File: src/rtl/eriscv_bus_ic_pkg.sv
// Shared types and default memory map for the eriscv data-bus interconnect.
// Bus state encodings: idle 2'b00, wait 2'b01, resp 2'b10.
package eriscv_bus_ic_pkg;

    typedef enum logic [1:0] {
        BUS_IDLE = 2'b00,
        BUS_WAIT = 2'b01,
        BUS_RESP = 2'b10
    } bus_state_e;

    localparam int unsigned DEF_NUM_SLAVES = 4;
    localparam int unsigned DEF_ADDR_W     = 32;

    // Default map: data_ram at 0x0000_0000 (64 KiB), three 4 KiB peripheral windows.
    localparam logic [DEF_NUM_SLAVES*DEF_ADDR_W-1:0] DEF_SLAVE_BASE = {
        32'h1000_2000, 32'h1000_1000, 32'h1000_0000, 32'h0000_0000
    };
    localparam logic [DEF_NUM_SLAVES*DEF_ADDR_W-1:0] DEF_SLAVE_MASK = {
        32'hFFFF_F000, 32'hFFFF_F000, 32'hFFFF_F000, 32'hFFFF_0000
    };

endpackage

File: src/rtl/eriscv_addr_decoder.sv
// Combinational address decoder: one-hot hit vector, lowest index wins on overlap.
module eriscv_addr_decoder #(
    parameter int unsigned NUM_SLAVES = 4,
    parameter int unsigned ADDR_W     = 32
) (
    input  logic [ADDR_W-1:0]            addr_i,
    input  logic [NUM_SLAVES*ADDR_W-1:0] base_i,
    input  logic [NUM_SLAVES*ADDR_W-1:0] mask_i,
    output logic [NUM_SLAVES-1:0]        hit_o,
    output logic                         any_hit_o
);

    logic found;

    // NOTE: blocking assignments here are intentional; 'found' must update within
    // the loop so later (higher-index) matches are suppressed.
    always_comb begin
        hit_o = '0;
        found = 1'b0;
        for (int k = 0; k < int'(NUM_SLAVES); k++) begin
            if (!found && ((addr_i & mask_i[k*ADDR_W +: ADDR_W]) == base_i[k*ADDR_W +: ADDR_W])) begin
                hit_o[k] = 1'b1;
                found    = 1'b1;
            end
        end
    end

    assign any_hit_o = found;

endmodule

File: src/rtl/eriscv_bus_ic.sv
// eriscv data-bus interconnect: decode, single registered request, wait for ack, one-cycle response.
// Optional timeout on unresponsive slaves is enabled by defining BUS_TIMEOUT_EN.
module eriscv_bus_ic
    import eriscv_bus_ic_pkg::*;
#(
    parameter int unsigned NUM_SLAVES  = DEF_NUM_SLAVES,
    parameter int unsigned ADDR_W      = DEF_ADDR_W,
    parameter int unsigned DATA_W      = 32,
    parameter logic [NUM_SLAVES*ADDR_W-1:0] SLAVE_BASE = DEF_SLAVE_BASE,
    parameter logic [NUM_SLAVES*ADDR_W-1:0] SLAVE_MASK = DEF_SLAVE_MASK,
    parameter int unsigned TIMEOUT_CYC = 255
) (
    input  logic                         clk,
    input  logic                         rst,
    input  logic                         m_ce_i,
    input  logic                         m_we_i,
    input  logic [ADDR_W-1:0]            m_addr_i,
    input  logic [DATA_W/8-1:0]          m_sel_i,
    input  logic [DATA_W-1:0]            m_data_i,
    output logic [DATA_W-1:0]            m_data_o,
    output logic                         m_stall_o,
    output logic                         m_err_o,
    output logic [NUM_SLAVES-1:0]        s_ce_o,
    output logic                         s_we_o,
    output logic [ADDR_W-1:0]            s_addr_o,
    output logic [DATA_W/8-1:0]          s_sel_o,
    output logic [DATA_W-1:0]            s_data_o,
    input  logic [NUM_SLAVES*DATA_W-1:0] s_data_i,
    input  logic [NUM_SLAVES-1:0]        s_ack_i
);

    bus_state_e              state_q;
    logic [NUM_SLAVES-1:0]   s_ce_q;
    logic                    s_we_q;
    logic [ADDR_W-1:0]       s_addr_q;
    logic [DATA_W/8-1:0]     s_sel_q;
    logic [DATA_W-1:0]       s_data_q;
    logic [DATA_W-1:0]       m_data_q;
    logic                    m_err_q;

    logic [NUM_SLAVES-1:0]   hit;
    logic                    any_hit;
    logic [DATA_W-1:0]       rd_mux;
    logic                    ack_hit;

    eriscv_addr_decoder #(
        .NUM_SLAVES (NUM_SLAVES),
        .ADDR_W     (ADDR_W)
    ) u_dec (
        .addr_i    (m_addr_i),
        .base_i    (SLAVE_BASE),
        .mask_i    (SLAVE_MASK),
        .hit_o     (hit),
        .any_hit_o (any_hit)
    );

    // NOTE: every always_comb output gets a default before the loop, so no latch is inferred.
    always_comb begin
        rd_mux = '0;
        for (int k = 0; k < int'(NUM_SLAVES); k++) begin
            if (s_ce_q[k]) rd_mux = rd_mux | s_data_i[k*DATA_W +: DATA_W];
        end
    end

    // Only the selected slave's ack counts; s_ce_q is zero outside WAIT.
    assign ack_hit = |(s_ack_i & s_ce_q);

`ifdef BUS_TIMEOUT_EN
    localparam int unsigned CNT_W = $clog2(TIMEOUT_CYC + 1);
    logic [CNT_W-1:0] cnt_q;
    logic [CNT_W-1:0] cnt_d;
    assign cnt_d = cnt_q + 1'b1;
`else
    if (TIMEOUT_CYC == 0) begin : g_timeout_unused
    end
`endif

    // NOTE: sequential state uses non-blocking assignments so all registers
    // sample the same pre-edge values.
    always_ff @(posedge clk) begin
        if (rst) begin
            state_q  <= BUS_IDLE;
            s_ce_q   <= '0;
            s_we_q   <= 1'b0;
            s_addr_q <= '0;
            s_sel_q  <= '0;
            s_data_q <= '0;
            m_data_q <= '0;
            m_err_q  <= 1'b0;
`ifdef BUS_TIMEOUT_EN
            cnt_q    <= '0;
`endif
        end else begin
            case (state_q)
                BUS_IDLE: begin
                    if (m_ce_i) begin
                        if (any_hit) begin
                            s_ce_q   <= hit;
                            s_we_q   <= m_we_i;
                            s_addr_q <= m_addr_i;
                            s_sel_q  <= m_sel_i;
                            s_data_q <= m_data_i;
`ifdef BUS_TIMEOUT_EN
                            cnt_q    <= '0;
`endif
                            state_q  <= BUS_WAIT;
                        end else begin
                            m_err_q  <= 1'b1;
                            m_data_q <= '0;
                            state_q  <= BUS_RESP;
                        end
                    end
                end
                BUS_WAIT: begin
                    if (ack_hit) begin
                        s_ce_q   <= '0;
                        m_data_q <= s_we_q ? '0 : rd_mux;
                        m_err_q  <= 1'b0;
                        state_q  <= BUS_RESP;
                    end
`ifdef BUS_TIMEOUT_EN
                    else begin
                        cnt_q <= cnt_d;
                        if (cnt_d == CNT_W'(TIMEOUT_CYC)) begin
                            s_ce_q   <= '0;
                            m_data_q <= '0;
                            m_err_q  <= 1'b1;
                            state_q  <= BUS_RESP;
                        end
                    end
`endif
                end
                BUS_RESP: state_q <= BUS_IDLE;
                default:  state_q <= BUS_IDLE;
            endcase
        end
    end

    assign m_stall_o = ((state_q == BUS_IDLE) && m_ce_i) || (state_q == BUS_WAIT);
    assign m_data_o  = m_data_q;
    assign m_err_o   = m_err_q;
    assign s_ce_o    = s_ce_q;
    assign s_we_o    = s_we_q;
    assign s_addr_o  = s_addr_q;
    assign s_sel_o   = s_sel_q;
    assign s_data_o  = s_data_q;

endmodule

File: config.mk
export PLATFORM = sky130hd
export DESIGN_NAME = eriscv_bus_ic
export DESIGN_NICKNAME = d
export VERILOG_FILES = /design/src/rtl/eriscv_bus_ic_pkg.sv /design/src/rtl/eriscv_addr_decoder.sv /design/src/rtl/eriscv_bus_ic.sv
export SDC_FILE = /design/constraint.sdc
export NUM_CORES = 1
export LEC_CHECK = 0
export CAP_MARGIN = 15
export CELL_PAD_IN_SITES_DETAIL_PLACEMENT = 1
export CELL_PAD_IN_SITES_GLOBAL_PLACEMENT = 1
export CORE_ASPECT_RATIO = 2
export CORE_MARGIN = 4
export CORE_UTILIZATION = 25
export DETAILED_ROUTE_END_ITERATION = 7
export PLACE_DENSITY = 0.86
export REMOVE_ABC_BUFFERS = 1
export SYNTH_ARGS = -nofsm -noshare
export SYNTH_HDL_FRONTEND = slang
export SYNTH_SLANG_ARGS = --single-unit
File: constraint.sdc
create_clock -name clk -period 2.1 [get_ports clk]
set_clock_uncertainty 0.15 [all_clocks]
set_input_delay 0.315 -clock clk [delete_from_list [all_inputs] [get_ports clk]]
set_output_delay 0.315 -clock clk [all_outputs]
set_load 0.05 [all_outputs]
==> out/metrics.yaml, run 1 <==
run_status: "finished, final reports clean"
total_power_mw: 4.36
path_class: "input pin to flop"
regArea_um2: 2160
place_hpwl_um: 15600
powerDensity_nw_per_um2: 513
drtAntennaViolNets: 0
mostFrequentLayoutCells: "292 x clkdlybuf4s50_1, 111 x nand2_1, 108 x dfxtp_1"
postSynthCellCount: 531
route.met2.wl_um: 11300
ys_warn_count: 0
slew_violations: 0
wl_per_cell_um: 19.1
ys_seq_area_share_pct: 46.0
highest_layer: "met4"
clock_latency_ns: 0.35
p_int_mw: 3.38
drt_iter0_markers: 134
die_h_um: 202
final_common_cell: "clkdlybuf4s50_1"
die_area_um2: 21200
hold_viol: 0
p_sw_mw: 0.982
vias_per_cell: 4.89
slowest_delay_ns: 0.43
ys_types: 31
drt_pass1_iterations: 4
drive_gt1_share_pct: 12.2
seq_power_share_pct: 47.0
final_cells: 1058
grt_max_degree: 95
clock_power_share_pct: 40.6
period_share_pct: 98.4
wl_met1_um: 6970
crit_path_max_fanout: 30
cp_data_arrival_time_ns: 2.16
combPwrFrac_pct: 12.4
antenna_found_initial: 1
synth-seq-cells: 108
required_ns: 2.19
drc: 0
max-cap-violations: 0
min_path_cells: 2
tightest_slew_ns: 0.585
clkSinkCount: 108
cp_slowest_cell: "clkdlybuf4s50_1"
critPathTopFamily: "simple AND/OR/NAND/NOR gates"
first_global_vias: 5682
grt_pass1_wl_um: 31100
cp-start-kind: "input pin"
fp.dieW_um: 105
cts_root_buf: "clkbuf_16"
portBuffers: 310
clockBufferDepth: 2
num_io_pins: 311
worst-path-stages: 7
clkTransAtPathRegs_ns: 0.07
syn2layout_area_growth_pct: 80.8
nets: 1040
clock.fmax_mhz: 484
cts_inserted_buffers: 9
worstRegToRegCells: 6
multi_input_area_um2: 2350
p_leak_nw: 2.98
cts_tree: "done"
netlist_area_um2: 4700
rows: 70
ir_drop_uv: 329
period_needed_ns: 2.07
grt_usage_pct: 18.8
routed_wl_um: 20200
dp.cells: 1041
slew_headroom_pct: 60.9
routed-wl-met3_um: 1050
cp_cell_sequence: "clkdlybuf4s50_1 > nor4_2 > and3_1 > nand3_1 > o21a_2 > buf_12 > mux2_4"
setup_viol_count_final: 0
h-tree-depth: 3
gp_congestion: 0.804
gr-total-overflow: 0
dr_total_vias: 5169
p_sw_share_pct: 22.5
crit_buf_inv: 2
initial_core_util_pct: 25.6
hp-class: "flop to flop"
cts_setup_buffers: 0
core_area_um2: 18400
endpoint_kind: "flop"
avgSynthCellArea_um2: 8.86
fill_cells: 2113
==> sequential cells by signal, indices dropped and copies added, names as in the netlist <==
register  count
m_data_o     32
s_addr_o     32
s_data_o     32
s_ce_o        4
s_sel_o       4
state_q       2
m_err_o       1
s_we_o        1
==> area by class of cell <==
| type | instances | area share [%] |
|---|---|---|
| Sequential cell | 108 | 25.4 |
| Antenna cell | 1 | 0.0294 |
| Tap cell | 216 | 3.18 |
| Timing Repair Buffer | 340 | 40.1 |
| Clock buffer | 9 | 2.65 |
| Clock inverter | 7 | 0.971 |
| Multi-Input combinational cell | 375 | 27.6 |
| Inverter | 2 | 0.0883 |
==> final timing paths <==
path / startpoint / to / slack, ns
max: m_addr_i[22] / m_data_o[24] / 0.03
min: s_addr_o[9] / s_addr_o[9] / 0.30
max reg2reg: state_q[0] / m_data_o[0] / 0.09
min reg2reg: s_addr_o[9] / s_addr_o[9] / 0.30
==> synth_stat cells <==
master / count / area, um2
a211o_1: 1 / 8.76
a21boi_1: 1 / 7.51
a21oi_1: 88 / 440
a222oi_1: 1 / 10.0
a22o_1: 1 / 8.76
a22oi_1: 64 / 480
a32o_1: 4 / 40.0
and2_1: 15 / 93.8
and3_1: 1 / 6.26
and3b_1: 1 / 8.76
and4_1: 2 / 17.5
buf_2: 8 / 40.0
buf_6: 4 / 45.0
clkbuf_1: 34 / 128
dfxtp_1: 108 / 2160
inv_1: 2 / 7.51
mux2_2: 3 / 33.8
mux2_4: 29 / 435
nand2_1: 111 / 417
nand2b_1: 1 / 6.26
nand3_1: 1 / 5.00
nand4_1: 1 / 6.26
nor2_1: 7 / 26.3
nor2b_1: 33 / 206
nor3_1: 2 / 10.0
nor4_1: 3 / 18.8
o21a_1: 1 / 7.51
o22ai_1: 1 / 6.26
o2bb2ai_1: 1 / 8.76
or2_2: 1 / 6.26
or3_1: 1 / 6.26
==> metrics by stage <==
stage | setup slack [ns] | hold WS, ns | util (%) | TNS [ns] | cell area [um2]
after floorplan | -1.53 | 0.234 | - | -90.38 | 4490
after global placement | -0.326 | 0.287 | 44.4 | -25.56 | 8170
after detailed placement | -0.368 | 0.294 | 44.4 | -29.88 | 8170
after CTS | 0.0189 | 0.304 | 46.1 | 0 | 8480
after global routing | -0.0462 | 0.326 | 46.2 | -1.01 | 8500
final | 0.0344 | 0.299 | 46.2 | 0 | 8500
==> power by group through the flow <==
stage / registers [mW] / clock network, mW / logic, mW
2_1_floorplan: 2.10 / 0 / 0.0641
3_3_place_gp: 2.10 / 0 / 0.530
3_5_place_dp: 2.10 / 0 / 0.541
4_1_cts: 2.05 / 1.85 / 0.543
5_1_grt: 2.05 / 1.93 / 0.573
6_report: 2.05 / 1.77 / 0.542
==> cells by family (layout without fill, tap and decap cells) <==
group	Yosys count	in the layout	share of synthesized area, %
other cells	0	1	0
mux	32	32	9.97
simple gates	180	180	17.7
flops	108	108	46.0
buf+inv	48	358	4.68
compound gates	163	163	21.6
==> repair_timing <==
item                                    in CTS  in global routing
hold buffers                                 0                  0
endpoints found under the setup margin       0                 52
gates resized for setup                      0                  4
==> worst register-to-register path: stages (launching register included) <==
cell	delay, ns
dfxtp_1	0.44
nor2_1	0.08
nor2_1	0.14
a21boi_1	0.27
o21a_2	0.22
buf_12	0.23
mux2_2	0.38
==> layer usage <==
metal / up-vias / track usage (%)
li1: 2462 / -
met1: 2439 / 18.1
met2: 218 / 36.8
met3: 50 / 4.03
met4: 0 / 9.20
met5: - / 0
Power figures use the tool's default switching activity.
==> run 2, diff against run 1 <==
--- a/config.mk
+++ b/config.mk
@@ -10,9 +10,9 @@
 export CELL_PAD_IN_SITES_GLOBAL_PLACEMENT = 1
 export CORE_ASPECT_RATIO = 2
 export CORE_MARGIN = 4
-export CORE_UTILIZATION = 25
+export CORE_UTILIZATION = 27
 export DETAILED_ROUTE_END_ITERATION = 7
-export PLACE_DENSITY = 0.86
+export PLACE_DENSITY = 0.91
 export REMOVE_ABC_BUFFERS = 1
 export SYNTH_ARGS = -nofsm -noshare
 export SYNTH_HDL_FRONTEND = slang
==> constraint.sdc (replaced) <==
create_clock -name clk -period 2.7 [get_ports clk]
set_clock_uncertainty 0.15 [all_clocks]
set_input_delay 0.405 -clock clk [delete_from_list [all_inputs] [get_ports clk]]
set_output_delay 0.405 -clock clk [all_outputs]
set_load 0.05 [all_outputs]
==> run 2 against run 1 <==
  * Sequential share of layout area rose by 0.38 points
  * Clock power fell by 17%
  * Routed wire length fell by 1.0%
  * Utilization rose by 2.5 points
  * Cell count fell by 2.1%
  * Combinational power fell by 25%
  * Total power fell by 20%
  * First-iteration DRC count fell by 24%
  * Die area fell by 7.0%
  * Critical path depth did not move
==> out/metrics.yaml, run 2 (synthesis results as in run 1) <==
r2r-end: "m_data_o[31]"
mostFrequentLayoutCells: "304 x clkdlybuf4s50_1, 111 x nand2_1, 108 x dfxtp_1"
vias_per_cell: 4.95  # +1.3%
grt_max_degree: 56  # -41%
run_status: "finished, final reports clean"
gp_congestion: 0.827  # +2.9%
num_antenna_cells: 0  # -1
h-tree-depth: 3  # unchanged
slew_violations: 0  # unchanged
die_h_um: 195  # -3.6%
worst_hold_slack_ns: 0.252  # -0.0465 ns
fp.dieW_um: 101  # -3.5%
rsz0062_at_grt: "no"
cts_root_buf: "clkbuf_16"
required_ns: 2.79  # +0.60 ns
final_common_cell: "clkdlybuf4s50_1"
drt_pass1_iterations: 4  # unchanged
cts_resized: 0  # unchanged
slew_headroom_pct: 54.8  # -6.1 points
max-cap-violations: 0  # unchanged
worstRegToRegCells: 6  # unchanged
first_global_vias: 5644  # -0.67%
rr_startpoint: "state_q[0]"
period_needed_ns: 2.34
reg2reg_slack_ns: 0.62  # +0.53 ns
crit_end: "m_data_o[17]"
critPathLaunch: "m_addr_i[22]"
p_leak_nw: 2.87  # -3.5%
clock.fmax_mhz: 427
clkSinkCount: 108  # unchanged
portBuffers: 310  # unchanged
drc: 0  # unchanged
hold_viol: 0  # unchanged
wl_per_cell_um: 19.3  # +1.1%
gr-total-overflow: 0  # unchanged
num_io_pins: 311  # unchanged
place_hpwl_um: 15600  # -0.17%
grt_pass1_wl_um: 30400  # -2.2%
cp-start-kind: "input pin"
clock_latency_ns: 0.34  # about the same
cp_data_arrival_time_ns: 2.43  # +0.27 ns
total_power_mw: 3.47  # -20%
tightest_slew_ns: 0.676  # +0.0911 ns
endpoint_kind: "flop"
ir_drop_uv: 318  # -3.6%
drt_iter0_markers: 102  # -24%
dr_total_vias: 5125  # -0.85%
clkTransAtPathRegs_ns: 0.08  # about the same
routed_wl_um: 20000  # -1.0%
die_area_um2: 19700  # -7.0%
clockBufferDepth: 2  # unchanged
crit_path_max_fanout: 33  # +10%
core_area_um2: 17200  # -6.6%
cts_tree: "done"
holdBufCountCts: 0  # unchanged
antenna_found_initial: 0  # -1
initial_core_util_pct: 27.4  # +1.8 points
drtAntennaViolNets: 0  # unchanged
nets: 1025  # -1.4%
syn2layout_area_growth_pct: 78.1
cts_inserted_buffers: 9  # unchanged
setup_viol_count_final: 0  # unchanged
rows: 68  # -2.9%
hp-class: "input pin to flop"
period_share_pct: 86.8
powerDensity_nw_per_um2: 414  # -19%
path_class: "input pin to flop"
cts_setup_buffers: 0  # unchanged
grt_usage_pct: 20.1  # +1.2 points
drive_gt1_share_pct: 8.72  # -3.5 points
## run 2: cell types whose count changed in the layout (fill, tap and decap cells not counted), sizes merged
cell,delta
inv,-2
clkbuf,+2
bufinv,+1
diode,-1
clkinv,-1
buf,-27
clkdlybuf4s50,+12
## run 2: final cells by class
type	count	area, um2
fill	1976	8810
clock inverter	5	81.3
clock buffer	11	253
timing repair buffer	325	3290
multi-input combinational	375	2320
sequential	108	2160
tap	210	263
inverter	2	7.51
## run 2: worst min-delay path by stage
stage | start | cells after the start | end | slack (ns)
global placement | s_data_o[21] | 2 | s_data_o[21] | 0.29
floorplan | rst | 1 | s_addr_o[0] | 0.32
detailed placement | s_data_o[1] | 2 | s_data_o[1] | 0.30
CTS | rst | 2 | s_sel_o[3] | 0.25
global route | rst | 2 | s_sel_o[3] | 0.27
finish | rst | 2 | s_data_o[23] | 0.25
## run 2: per-layer routing
metal | up-vias | GRT usage [%] | routed length [um]
met5 | - | 0 | 0
met4 | 0 | 10.2 | 960
met3 | 46 | 3.95 | 1100
met2 | 224 | 37.9 | 11100
met1 | 2427 | 19.8 | 6840
li1 | 2428 | - | -
## run 2: power breakdown
| part | leakage (nW) | internal (mW) | switching [mW] |
|---|---|---|---|
| logic | 1.84 | 0.287 | 0.117 |
| clock network | 0.162 | 0.866 | 0.606 |
| registers | 0.870 | 1.59 | 0.00152 |
## run 2: critical path: stages
cell and delay (ns):
clkdlybuf4s50_1 0.40, nor4_1 0.43, and3_1 0.23, nand3_1 0.15, o21a_2 0.27, buf_12 0.18
mux2_4 0.33
## run 2: per-stage QoR
step / area [um2] / util, % / setup TNS (ns) / setup WS (ns) / std cells
2_1_floorplan: 4490 / - / -33.76 / -0.930 / 485
5_1_grt: 8380 / 48.8 / 0 / 0.119 / 1036
6_report: 8380 / 48.8 / 0 / 0.356 / 1036
3_3_place_gp: 8050 / 46.8 / 0 / 0.0318 / 1020
3_5_place_dp: 8050 / 46.8 / 0 / 0.0119 / 1020
4_1_cts: 8380 / 48.8 / 0 / 0.396 / 1036
==> run 3, diff against run 2 <==
--- a/config.mk
+++ b/config.mk
@@ -14,6 +14,7 @@
 export DETAILED_ROUTE_END_ITERATION = 7
 export PLACE_DENSITY = 0.91
 export REMOVE_ABC_BUFFERS = 1
+export SLEW_MARGIN = 30
 export SYNTH_ARGS = -nofsm -noshare
 export SYNTH_HDL_FRONTEND = slang
 export SYNTH_SLANG_ARGS = --single-unit
==> results of run 3 <==
No change in the layout: final DEF, timing and power equal those of run 2.
